**src/rtl/mips_pkg.sv**
```systemverilog
// Shared types and constants for the MIPS core and its instruction-memory loader.
// The loader's state encoding, stream framing and fetch widths live here.
package mips_pkg;

    localparam int PC_WIDTH     = 32;
    localparam int INSTR_WITDTH = 32;

    // Program stream framing: a little-endian word count, payload, one XOR byte.
    localparam int HDR_BYTES = 2;
    localparam int CHK_WIDTH = 8;

    typedef logic [8*HDR_BYTES-1:0] word_count_t;

    typedef enum logic [2:0] {
        IDLE,
        HDR0,
        HDR1,
        DATA,
        CHK,
        RUN,
        ERR
    } load_state_t;

    // Drops one stream byte into its little-endian lane of a 32-bit word.
    function automatic logic [31:0] set_lane(
        input logic [31:0] word,
        input logic [1:0]  lane,
        input logic [7:0]  b
    );
        logic [31:0] r;
        r = word;
        case (lane)
            2'd0:    r[7:0]   = b;
            2'd1:    r[15:8]  = b;
            2'd2:    r[23:16] = b;
            default: r[31:24] = b;
        endcase
        return r;
    endfunction

endpackage

```
**src/rtl/imem_loader_if.sv**
```systemverilog
// Loader bus: byte stream from the host side plus the core's fetch port.
// The loader takes the slave view; whoever feeds the stream takes master.
interface imem_loader_if;
    import mips_pkg::*;

    logic                    load_start;
    logic                    load_valid;
    logic [7:0]              load_byte;
    logic                    load_ready;
    logic                    load_done;
    logic                    load_err;
    logic                    core_rst_n;
    logic [PC_WIDTH-1:0]     pc;
    logic [INSTR_WITDTH-1:0] instr;

    modport slave (
        input  load_start,
        input  load_valid,
        input  load_byte,
        input  pc,
        output load_ready,
        output load_done,
        output load_err,
        output core_rst_n,
        output instr
    );

    modport master (
        output load_start,
        output load_valid,
        output load_byte,
        output pc,
        input  load_ready,
        input  load_done,
        input  load_err,
        input  core_rst_n,
        input  instr
    );

endinterface

```
**src/rtl/imem_ram.sv**
```systemverilog
// Instruction word store: one synchronous write port, one asynchronous read port.
// Every word clears on reset so unloaded locations always read as zero.
module imem_ram #(
    parameter int DEPTH_WORDS = 64
) (
    input  logic                           clk,
    input  logic                           rst_n,
    input  logic                           we,
    input  logic [$clog2(DEPTH_WORDS)-1:0] waddr,
    input  logic [31:0]                    wdata,
    input  logic [$clog2(DEPTH_WORDS)-1:0] raddr,
    output logic [31:0]                    rdata
);

    logic [31:0] mem [DEPTH_WORDS];

    always_ff @(posedge clk or negedge rst_n) begin
        if (!rst_n) begin
            for (int i = 0; i < DEPTH_WORDS; i++) begin
                mem[i] <= '0;
            end
        end else if (we) begin
            mem[waddr] <= wdata;
        end
    end

    assign rdata = mem[raddr];

endmodule

```
**src/rtl/imem_loader.sv**
```systemverilog
// Streams a counted, XOR-checked program image into instruction memory and
// holds the core in reset until a complete, checksum-clean image is present.
module imem_loader
    import mips_pkg::*;
#(
    parameter int DEPTH_WORDS = 64
) (
    input logic          clk,
    input logic          rst_n,
    imem_loader_if.slave bus
);

    localparam int AW    = $clog2(DEPTH_WORDS);
    localparam int LIM_W = 8*HDR_BYTES + 2;

    localparam word_count_t   DEPTH_N   = word_count_t'(DEPTH_WORDS);
    localparam word_count_t   COUNT_ONE = word_count_t'(1);
    localparam logic [AW:0]   PTR_ONE   = (AW+1)'(1);
    localparam logic [1:0]    LANE_ONE  = 2'd1;

    load_state_t          state_reg, state_next;
    word_count_t          count_reg, count_next;
    logic [AW:0]          word_ptr_reg, word_ptr_next;
    logic [1:0]           byte_cnt_reg, byte_cnt_next;
    logic [31:0]          asm_reg, asm_next;
    logic [CHK_WIDTH-1:0] xor_reg, xor_next;
    logic                 done_reg, err_reg, core_rst_n_reg;

    logic        xfer;
    logic        mem_we;
    logic [31:0] mem_wdata;
    logic [31:0] ram_rdata;
    word_count_t hdr_count;
    word_count_t words_after;
    logic        pc_in_image;

    assign bus.load_ready = state_reg inside {HDR0, HDR1, DATA, CHK};
    assign xfer           = bus.load_valid && bus.load_ready;
    assign hdr_count      = {bus.load_byte, count_reg[7:0]};
    assign words_after    = word_count_t'(word_ptr_reg) + COUNT_ONE;
    assign mem_wdata      = set_lane(asm_reg, byte_cnt_reg, bus.load_byte);

    // Next-state and datapath decode; load_start overrides any byte in flight.
    always_comb begin
        state_next    = state_reg;
        count_next    = count_reg;
        word_ptr_next = word_ptr_reg;
        byte_cnt_next = byte_cnt_reg;
        asm_next      = asm_reg;
        xor_next      = xor_reg;
        mem_we        = 1'b0;

        if (bus.load_start) begin
            state_next    = HDR0;
            count_next    = '0;
            word_ptr_next = '0;
            byte_cnt_next = '0;
            asm_next      = '0;
            xor_next      = '0;
        end else if (xfer) begin
            case (state_reg)
                HDR0: begin
                    count_next[7:0] = bus.load_byte;
                    state_next      = HDR1;
                end
                HDR1: begin
                    count_next = hdr_count;
                    if (hdr_count > DEPTH_N) begin
                        state_next = ERR;
                    end else if (hdr_count == '0) begin
                        state_next = CHK;
                    end else begin
                        state_next = DATA;
                    end
                end
                DATA: begin
                    xor_next      = xor_reg ^ bus.load_byte;
                    byte_cnt_next = byte_cnt_reg + LANE_ONE;
                    asm_next      = mem_wdata;
                    if (byte_cnt_reg == 2'd3) begin
                        mem_we        = 1'b1;
                        asm_next      = '0;
                        word_ptr_next = word_ptr_reg + PTR_ONE;
                        if (words_after == count_reg) begin
                            state_next = CHK;
                        end
                    end
                end
                CHK: begin
                    state_next = (bus.load_byte == xor_reg) ? RUN : ERR;
                end
                default: begin
                end
            endcase
        end
    end

    always_ff @(posedge clk or negedge rst_n) begin
        if (!rst_n) begin
            state_reg <= IDLE;
        end else begin
            state_reg <= state_next;
        end
    end

    // Status outputs are registered from the next state so they line up with it.
    always_ff @(posedge clk or negedge rst_n) begin
        if (!rst_n) begin
            count_reg      <= '0;
            word_ptr_reg   <= '0;
            byte_cnt_reg   <= '0;
            asm_reg        <= '0;
            xor_reg        <= '0;
            done_reg       <= 1'b0;
            err_reg        <= 1'b0;
            core_rst_n_reg <= 1'b0;
        end else begin
            count_reg      <= count_next;
            word_ptr_reg   <= word_ptr_next;
            byte_cnt_reg   <= byte_cnt_next;
            asm_reg        <= asm_next;
            xor_reg        <= xor_next;
            done_reg       <= (state_next == RUN);
            err_reg        <= (state_next == ERR);
            core_rst_n_reg <= (state_next == RUN);
        end
    end

    assign bus.load_done  = done_reg;
    assign bus.load_err   = err_reg;
    assign bus.core_rst_n = core_rst_n_reg;

    imem_ram #(
        .DEPTH_WORDS(DEPTH_WORDS)
    ) u_ram (
        .clk   (clk),
        .rst_n (rst_n),
        .we    (mem_we),
        .waddr (word_ptr_reg[AW-1:0]),
        .wdata (mem_wdata),
        .raddr (bus.pc[AW+1:2]),
        .rdata (ram_rdata)
    );

    // Fetches past the loaded image return a NOP even if the RAM index aliases.
    assign pc_in_image = (bus.pc[PC_WIDTH-1:LIM_W] == '0) &&
                         (bus.pc[LIM_W-1:0] < {count_reg, 2'b00});

    assign bus.instr = ((state_reg == RUN) && pc_in_image) ? ram_rdata : '0;

endmodule

```
**src/flat_wrapper.sv**
```systemverilog
// flat-port wrapper written by rule: the top's interface ports become plain ports
module imem_loader_flat import mips_pkg::*;
#(
    parameter int DEPTH_WORDS = 64
)
  (clk, rst_n, bus_load_start, bus_load_valid, bus_load_byte, bus_pc, bus_load_ready, bus_load_done, bus_load_err, bus_core_rst_n, bus_instr);
  imem_loader_if bus_i ();
  input logic clk;
  input logic rst_n;
  input wire logic [$bits(bus_i.load_start)-1:0] bus_load_start;
  input wire logic [$bits(bus_i.load_valid)-1:0] bus_load_valid;
  input wire logic [$bits(bus_i.load_byte)-1:0] bus_load_byte;
  input wire logic [$bits(bus_i.pc)-1:0] bus_pc;
  output wire logic [$bits(bus_i.load_ready)-1:0] bus_load_ready;
  output wire logic [$bits(bus_i.load_done)-1:0] bus_load_done;
  output wire logic [$bits(bus_i.load_err)-1:0] bus_load_err;
  output wire logic [$bits(bus_i.core_rst_n)-1:0] bus_core_rst_n;
  output wire logic [$bits(bus_i.instr)-1:0] bus_instr;
  assign bus_i.load_start = bus_load_start;
  assign bus_i.load_valid = bus_load_valid;
  assign bus_i.load_byte = bus_load_byte;
  assign bus_i.pc = bus_pc;
  assign bus_load_ready = bus_i.load_ready;
  assign bus_load_done = bus_i.load_done;
  assign bus_load_err = bus_i.load_err;
  assign bus_core_rst_n = bus_i.core_rst_n;
  assign bus_instr = bus_i.instr;
  imem_loader #(.DEPTH_WORDS(DEPTH_WORDS)) u_core (.clk(clk), .rst_n(rst_n), .bus(bus_i));
endmodule
```
**config.mk**
```make
export PLATFORM = sky130hd
export DESIGN_NAME = imem_loader_flat
export DESIGN_NICKNAME = d
export VERILOG_FILES = /design/src/rtl/mips_pkg.sv /design/src/rtl/imem_loader_if.sv /design/src/rtl/imem_ram.sv /design/src/rtl/imem_loader.sv /design/src/flat_wrapper.sv
export SDC_FILE = /design/constraint.sdc
export NUM_CORES = 2
export LEC_CHECK = 0
export ABC_CLOCK_PERIOD_IN_PS = 3100
export BUFFER_PORTS_ARGS = -buffer_cell sky130_fd_sc_hd__buf_4
export CAP_MARGIN = 10
export CORE_MARGIN = 2
export CORE_UTILIZATION = 40
export DETAILED_ROUTE_END_ITERATION = 7
export GPL_ROUTABILITY_DRIVEN = 0
export MAX_ROUTING_LAYER = met4
export PLACE_DENSITY = 0.66
export SLEW_MARGIN = 20
export SYNTH_ARGS = -nofsm -noshare
export SYNTH_HDL_FRONTEND = slang
export SYNTH_SLANG_ARGS = --single-unit
```
**constraint.sdc**
```tcl
create_clock -name clk -period 3.1 [get_ports clk]
set_input_delay 0.465 -clock clk [delete_from_list [all_inputs] [get_ports clk]]
set_output_delay 0.465 -clock clk [all_outputs]
set_load 0.005 [all_outputs]
```
# Word-level counts from Yosys, hierarchy flattened
# Index checks and enable logic that the tools add are counted.
# op_classes
order_cmp,5
mux,41
eq_ne,12
bitwise,3
addsub,3
reduce_logical,18
# op_table
operator,n
bitwise mux 2048 bit,1
2-to-1 mux 32 bit,8
binary-select mux 32 bit (select 6 bit),1
demux 32 bit (select 6 bit),1
2-to-1 mux 8 bit,9
2-to-1 mux 16 bit,2
2-to-1 mux 7 bit,4
< comparator 18 bit,1
2-to-1 mux 3 bit,6
equality test 16 bit,1
"greater-than comparator 16 x 7 -> 1 bit, second input constant",1
zero test 16 bit,1
"greater-or-equal comparator 7 bit, second input constant",2
zero test 14 bit,1
NOT 6 -> 7 bit,2
"equality test 3 bit, second input constant",4
one-hot mux 3 bit (4 select lines),1
nonzero test 2 bit,5
"adder 7 x 1 -> 8 bit, second input constant",1
equality test 8 bit,1
2-to-1 mux 2 bit,4
XOR 8 bit,1
"adder 7 x 1 -> 7 bit, second input constant",1
"< comparator 7 x 1 -> 1 bit, second input constant",1
12 further kinds,22
# word_totals
out_inout_bits,36
word_cells,155
in_bits,44
reg_bits,2118

# Depth between registers and ports, before layout
# depth
depth_word,8
mapped_depth,11
mapped_depth_nobuf,8

# Cells and area by module
# Synthesis repeated with hierarchy kept, for this count alone.
# hier_totals
cells_unflattened,6212
area_unflattened_um2,96752.8
# modules_own_cells
mod,seq_area_each_um2,n_inst,area_per_inst_um2,cells_per_inst
imem_ram,51249.2,1,92511.2,5788
imem_loader,1751.7,1,4241.6,424

# Least setup slack after synthesis
# No wires, ideal clock.
# synth_timing
kind,input port to output port
startpoint,in bus_pc[3]
endpoint,out bus_instr[29]
path_slack_ps,243
required_time_ps,2635
path_buffers,3
cell_stages,8
t_arrival_ps,2392
path_cell_list,clkbuf_1 -> buf_2 -> buf_1 -> mux4_2 -> mux4_2 -> mux2_2 -> a22oi_1 -> nor2_1
# synth_via
elab_chain_len,5
word_cells_on_any_way,8
cone_classes,1 x order compare; 4 x mux; 1 x bitwise; 2 x reduce/logical
# synth_lines
element,line,rtl
"start, declared",flat_wrapper.sv:13,input wire logic [$bits(bus_i.pc)-1:0] bus_pc;
NOT 6 -> 7 bit (implied by the code),imem_ram.sv:27,assign rdata = mem[raddr];
binary-select mux 32 bit (select 6 bit),imem_ram.sv:27,
2-to-1 mux 32 bit (implied by the code) (2 in a row),imem_ram.sv:27,
2-to-1 mux 32 bit (*),imem_loader.sv:149,assign bus.instr = ((state_reg == RUN) && pc_in_image) ? ram_rdata : '0;
"end, declared",flat_wrapper.sv:18,output wire logic [$bits(bus_i.instr)-1:0] bus_instr;
# Mark *: on every way between the ends. The rest lies on a longest branch, timed or not. The select of a mux whose other input is x is not followed.

# Worst setup path after layout
# layout_timing
startpoint,reg u_core.count_reg[1]
endpoint,out bus_instr[8]
# layout_via
elab_chain_len,4
# layout_lines
element,line,rtl
"start, declared",imem_loader.sv:22,"word_count_t count_reg, count_next;"
"start signal, assigned",imem_loader.sv:118,count_reg <= count_next;
< comparator 18 bit,imem_loader.sv:147,"(bus.pc[LIM_W-1:0] < {count_reg, 2'b00});"
logical AND 1 bit,imem_loader.sv:146,assign pc_in_image = (bus.pc[PC_WIDTH-1:LIM_W] == '0) &&
logical AND 1 bit,imem_loader.sv:149,
2-to-1 mux 32 bit,imem_loader.sv:149,
# Every way passes these cells.

==> flow_summary.yaml <==
synthesis:
  async_reset_ff_share_pct: 100
  ys_seq_area_share_pct: 57.3
  avgSynthCellArea_um2: 11.2
  ys_types: 65
  synth_edf_count: 0
  synth_top_flop_cell: "dfrtp_1"
  syn_inst: 8252
  synth_area_mm2: 0.0926
  yosysWarnings: 0
  synthesis.nets: 8316
  ys_ff_latch: 2118
critical_path:
  critPathMaxFanout: 3
  r2r_setup_slack_ns: 0.31
  critPathArrivalTime_ns: 3.44
  reg2reg_to: "u_core.u_ram.mem[124]$_DFFE_PN0P_"
  critPathKind: "register to primary output"
  cp-end-kind: "primary output"
  required_ns: 2.63
  r2r_cells: 10
  critPathCapture: "bus_instr[8]"
  startpoint: "u_core.count_reg[1]$_DFFE_PN0P_"
  critical_path.startpoint_type: "register"
  r2r_start: "u_core.state_reg[2]$_DFF_PN0_"
routing:
  drc: 0
  drt-total-wl_mm: 265
  dr.pass1.iters: 6
  vias: 65100
  wire_per_inst_um: 23.2
  first_iter_violations: 6078
  postRouteAntennaNets: 0
  vias_per_cell: 5.69
placement:
  pre_cts_slack_ns: -0.765
  place_hpwl_mm: 162
  port_buffers: 77
final_layout:
  insertedDiodeCount: 0
  final_cell_mix: "2118 x dfrtp_1, 1357 x nand2_1, 1224 x o21ai_0, 812 x nor2_1, 791 x a21oi_1"
  layout_commonest_cell: "dfrtp_1"
  layout-drive-gt1-share_pct: 20.2
  fin_util_pct: 46.7
  largest_reg_flops: 2048
  area_growth_pct: 16.0
  nets: 8304
clocking:
  clk_pin_slew_worst_paths_ns: 0.07
  cts_tree: "built"
  clock_latency_ns: 0.85
  cts-buffers-inserted: 198
  htree_levels: 4
  clockBufferDepth: 3
  cts_root_buf: "clkbuf_16"
  cts_num_sinks: 2118
timing:
  setup_tns_ns: -20.26
  max-slew-margin-rel_pct: 27.1
  setup_viol: 32
  hold_viol: 0
  finalClockSkew_ns: 0.0335
  finalMaxSlewViolations: 0
  rsz0062_at_grt: "yes"
  hold_ws_ns: 0.156
  period_share_pct: 126
  fin_crit_ns: 3.91
  worst_pin_slew_ns: 1.09
  fmax_mhz: 256
  setup_ws_ns: -0.805
floorplan:
  die_x_um: 485
  dieArea_mm2: 0.235
  fp.coreArea_mm2: 0.230
  fp.dieH_um: 485
  num_rows: 176
  ioPinCount: 80
  start_util_pct: 40.2
global_routing:
  track_usage_pct: 23.3
  grt_pass1_wl_mm: 410
  grt_max_degree: 95
  overflow: 0
  grt_pass1_vias: 66400
  antenna_found_initial: 1
pwr:
  p_per_area_mw_per_mm2: 524
  ir_drop_mv: 0.638
  leakage_nw: 47.1
  power.total_w: 0.0563
outcome:
  outcome: "finished, violations left"
  failed_checks: "negative setup slack"
run:
  maxCapViolations: 0
min_path:
  hp-class: "input port to register"
  min_from: "bus_load_byte[0]"
-- worst min path at each step --
| stage | end | slack (ns) | cells past startpoint |
|---|---|---|---|
| after floorplan | u_core.asm_reg[0]$_DFFE_PN0P_ | 0.17 | 0 |
| after global placement | u_core.u_ram.mem[1808]$_DFFE_PN0P_ | 0.46 | 2 |
| after detailed placement | u_core.u_ram.mem[795]$_DFFE_PN0P_ | 0.47 | 2 |
| after CTS | u_core.count_reg[0]$_DFFE_PN0P_ | 0.09 | 4 |
| after global routing | u_core.count_reg[0]$_DFFE_PN0P_ | 0.15 | 4 |
| final | u_core.count_reg[0]$_DFFE_PN0P_ | 0.16 | 4 |
-- where the power goes --
group	total (W)	switching, W	internal (W)
registers	0.0277	0.0000267	0.0277
logic	0.00294	0.00193	0.00101
clock network	0.0257	0.0107	0.0149
-- through the flow --
step           instances  instance area [um^2]
6_report           11400                107000
5_1_grt            11400                107000
4_1_cts            11400                107000
3_5_place_dp       11000                100000
3_3_place_gp       11000                100000
2_1_floorplan       8252                 92600
-- routing by layer --
metal	part of all wire [%]	vias to the layer above	wire length, um	track usage (%)
met1	40	33400	105000	29.1
met5	0	-	0	-
met2	49	2357	131000	38.0
met4	5.0	0	13200	10.6
li1	-	28700	-	-
met3	6.2	621	16400	3.16
-- cells in the mapped netlist (3+ instances only) --
cell | n | area, um^2
dfrtp_1 | 2118 | 53000
buf_2 | 177 | 886
mux2i_1 | 78 | 781
buf_4 | 19 | 143
nor2_2 | 16 | 100
clkbuf_1 | 597 | 2240
nor2_1 | 817 | 3070
o21ai_0 | 1224 | 6130
a211oi_1 | 51 | 383
a2111oi_0 | 5 | 43.8
o211ai_1 | 3 | 22.5
buf_1 | 14 | 52.6
and2_1 | 10 | 62.6
a22oi_1 | 3 | 22.5
and3b_1 | 4 | 35.0
o21ai_1 | 62 | 310
nand2_2 | 8 | 50.1
nor2b_1 | 29 | 181
nor2_4 | 6 | 67.6
nand3b_1 | 3 | 22.5
nand3_1 | 11 | 55.1
mux2_2 | 7 | 78.8
xor2_1 | 22 | 193
nor3b_1 | 9 | 67.6
o31ai_1 | 25 | 188
inv_1 | 18 | 67.6
nand2b_1 | 3 | 18.8
and3_1 | 3 | 18.8
nor4b_1 | 4 | 35.0
xnor2_1 | 9 | 78.8
or4_1 | 3 | 22.5
a21o_1 | 5 | 37.5
nand2_1 | 1381 | 5180
mux4_2 | 629 | 14200
buf_6 | 7 | 78.8
nand4_1 | 10 | 62.6
a31oi_1 | 3 | 18.8
nor3_1 | 9 | 45.0
nor4_1 | 9 | 56.3
a21oi_1 | 791 | 3960
ha_1 | 20 | 250
-- logic make-up after synthesis --
family | count (synthesis) | synth area share [%]
adder cells (fa/ha/maj) | 20 | 0.270
AND/OR/NAND/NOR | 2347 | 10.0
flip-flops | 2118 | 57.3
AO/OA/AOI/OAI | 2189 | 12.2
buffers and inverters | 833 | 3.75
multiplexers | 714 | 16.2
XOR/XNOR | 31 | 0.293
-- layout make-up --
class	instances	area, um^2
inverters	19	71.3
well taps	3026	3790
multi-input cells	5301	37200
clock inverters	73	1000
flip-flops and latches	2118	53000
clock buffers	290	5900
repair buffers	602	6520
fillers	20000	123000
-- what timing repair did --
item	4_1_cts	5_1_grt
resized for setup	62	14
endpoints found under the setup margin	32	32
setup buffers	4	3
pin swaps	10	3
endpoints found under the hold margin	67	0
hold buffers	10	0
-- critical path, stage by stage (launching register included) --
cell and delay, ns:
dfrtp_1 0.35, inv_1 0.05, ha_1 0.29, a21o_1 0.19, a21o_1 0.15, a21o_1 0.16
a211oi_2 0.17, buf_4 0.14, o221ai_4 0.14, a211oi_1 0.71, buf_4 0.24
Note: power is estimated with default switching activity, not from simulation.
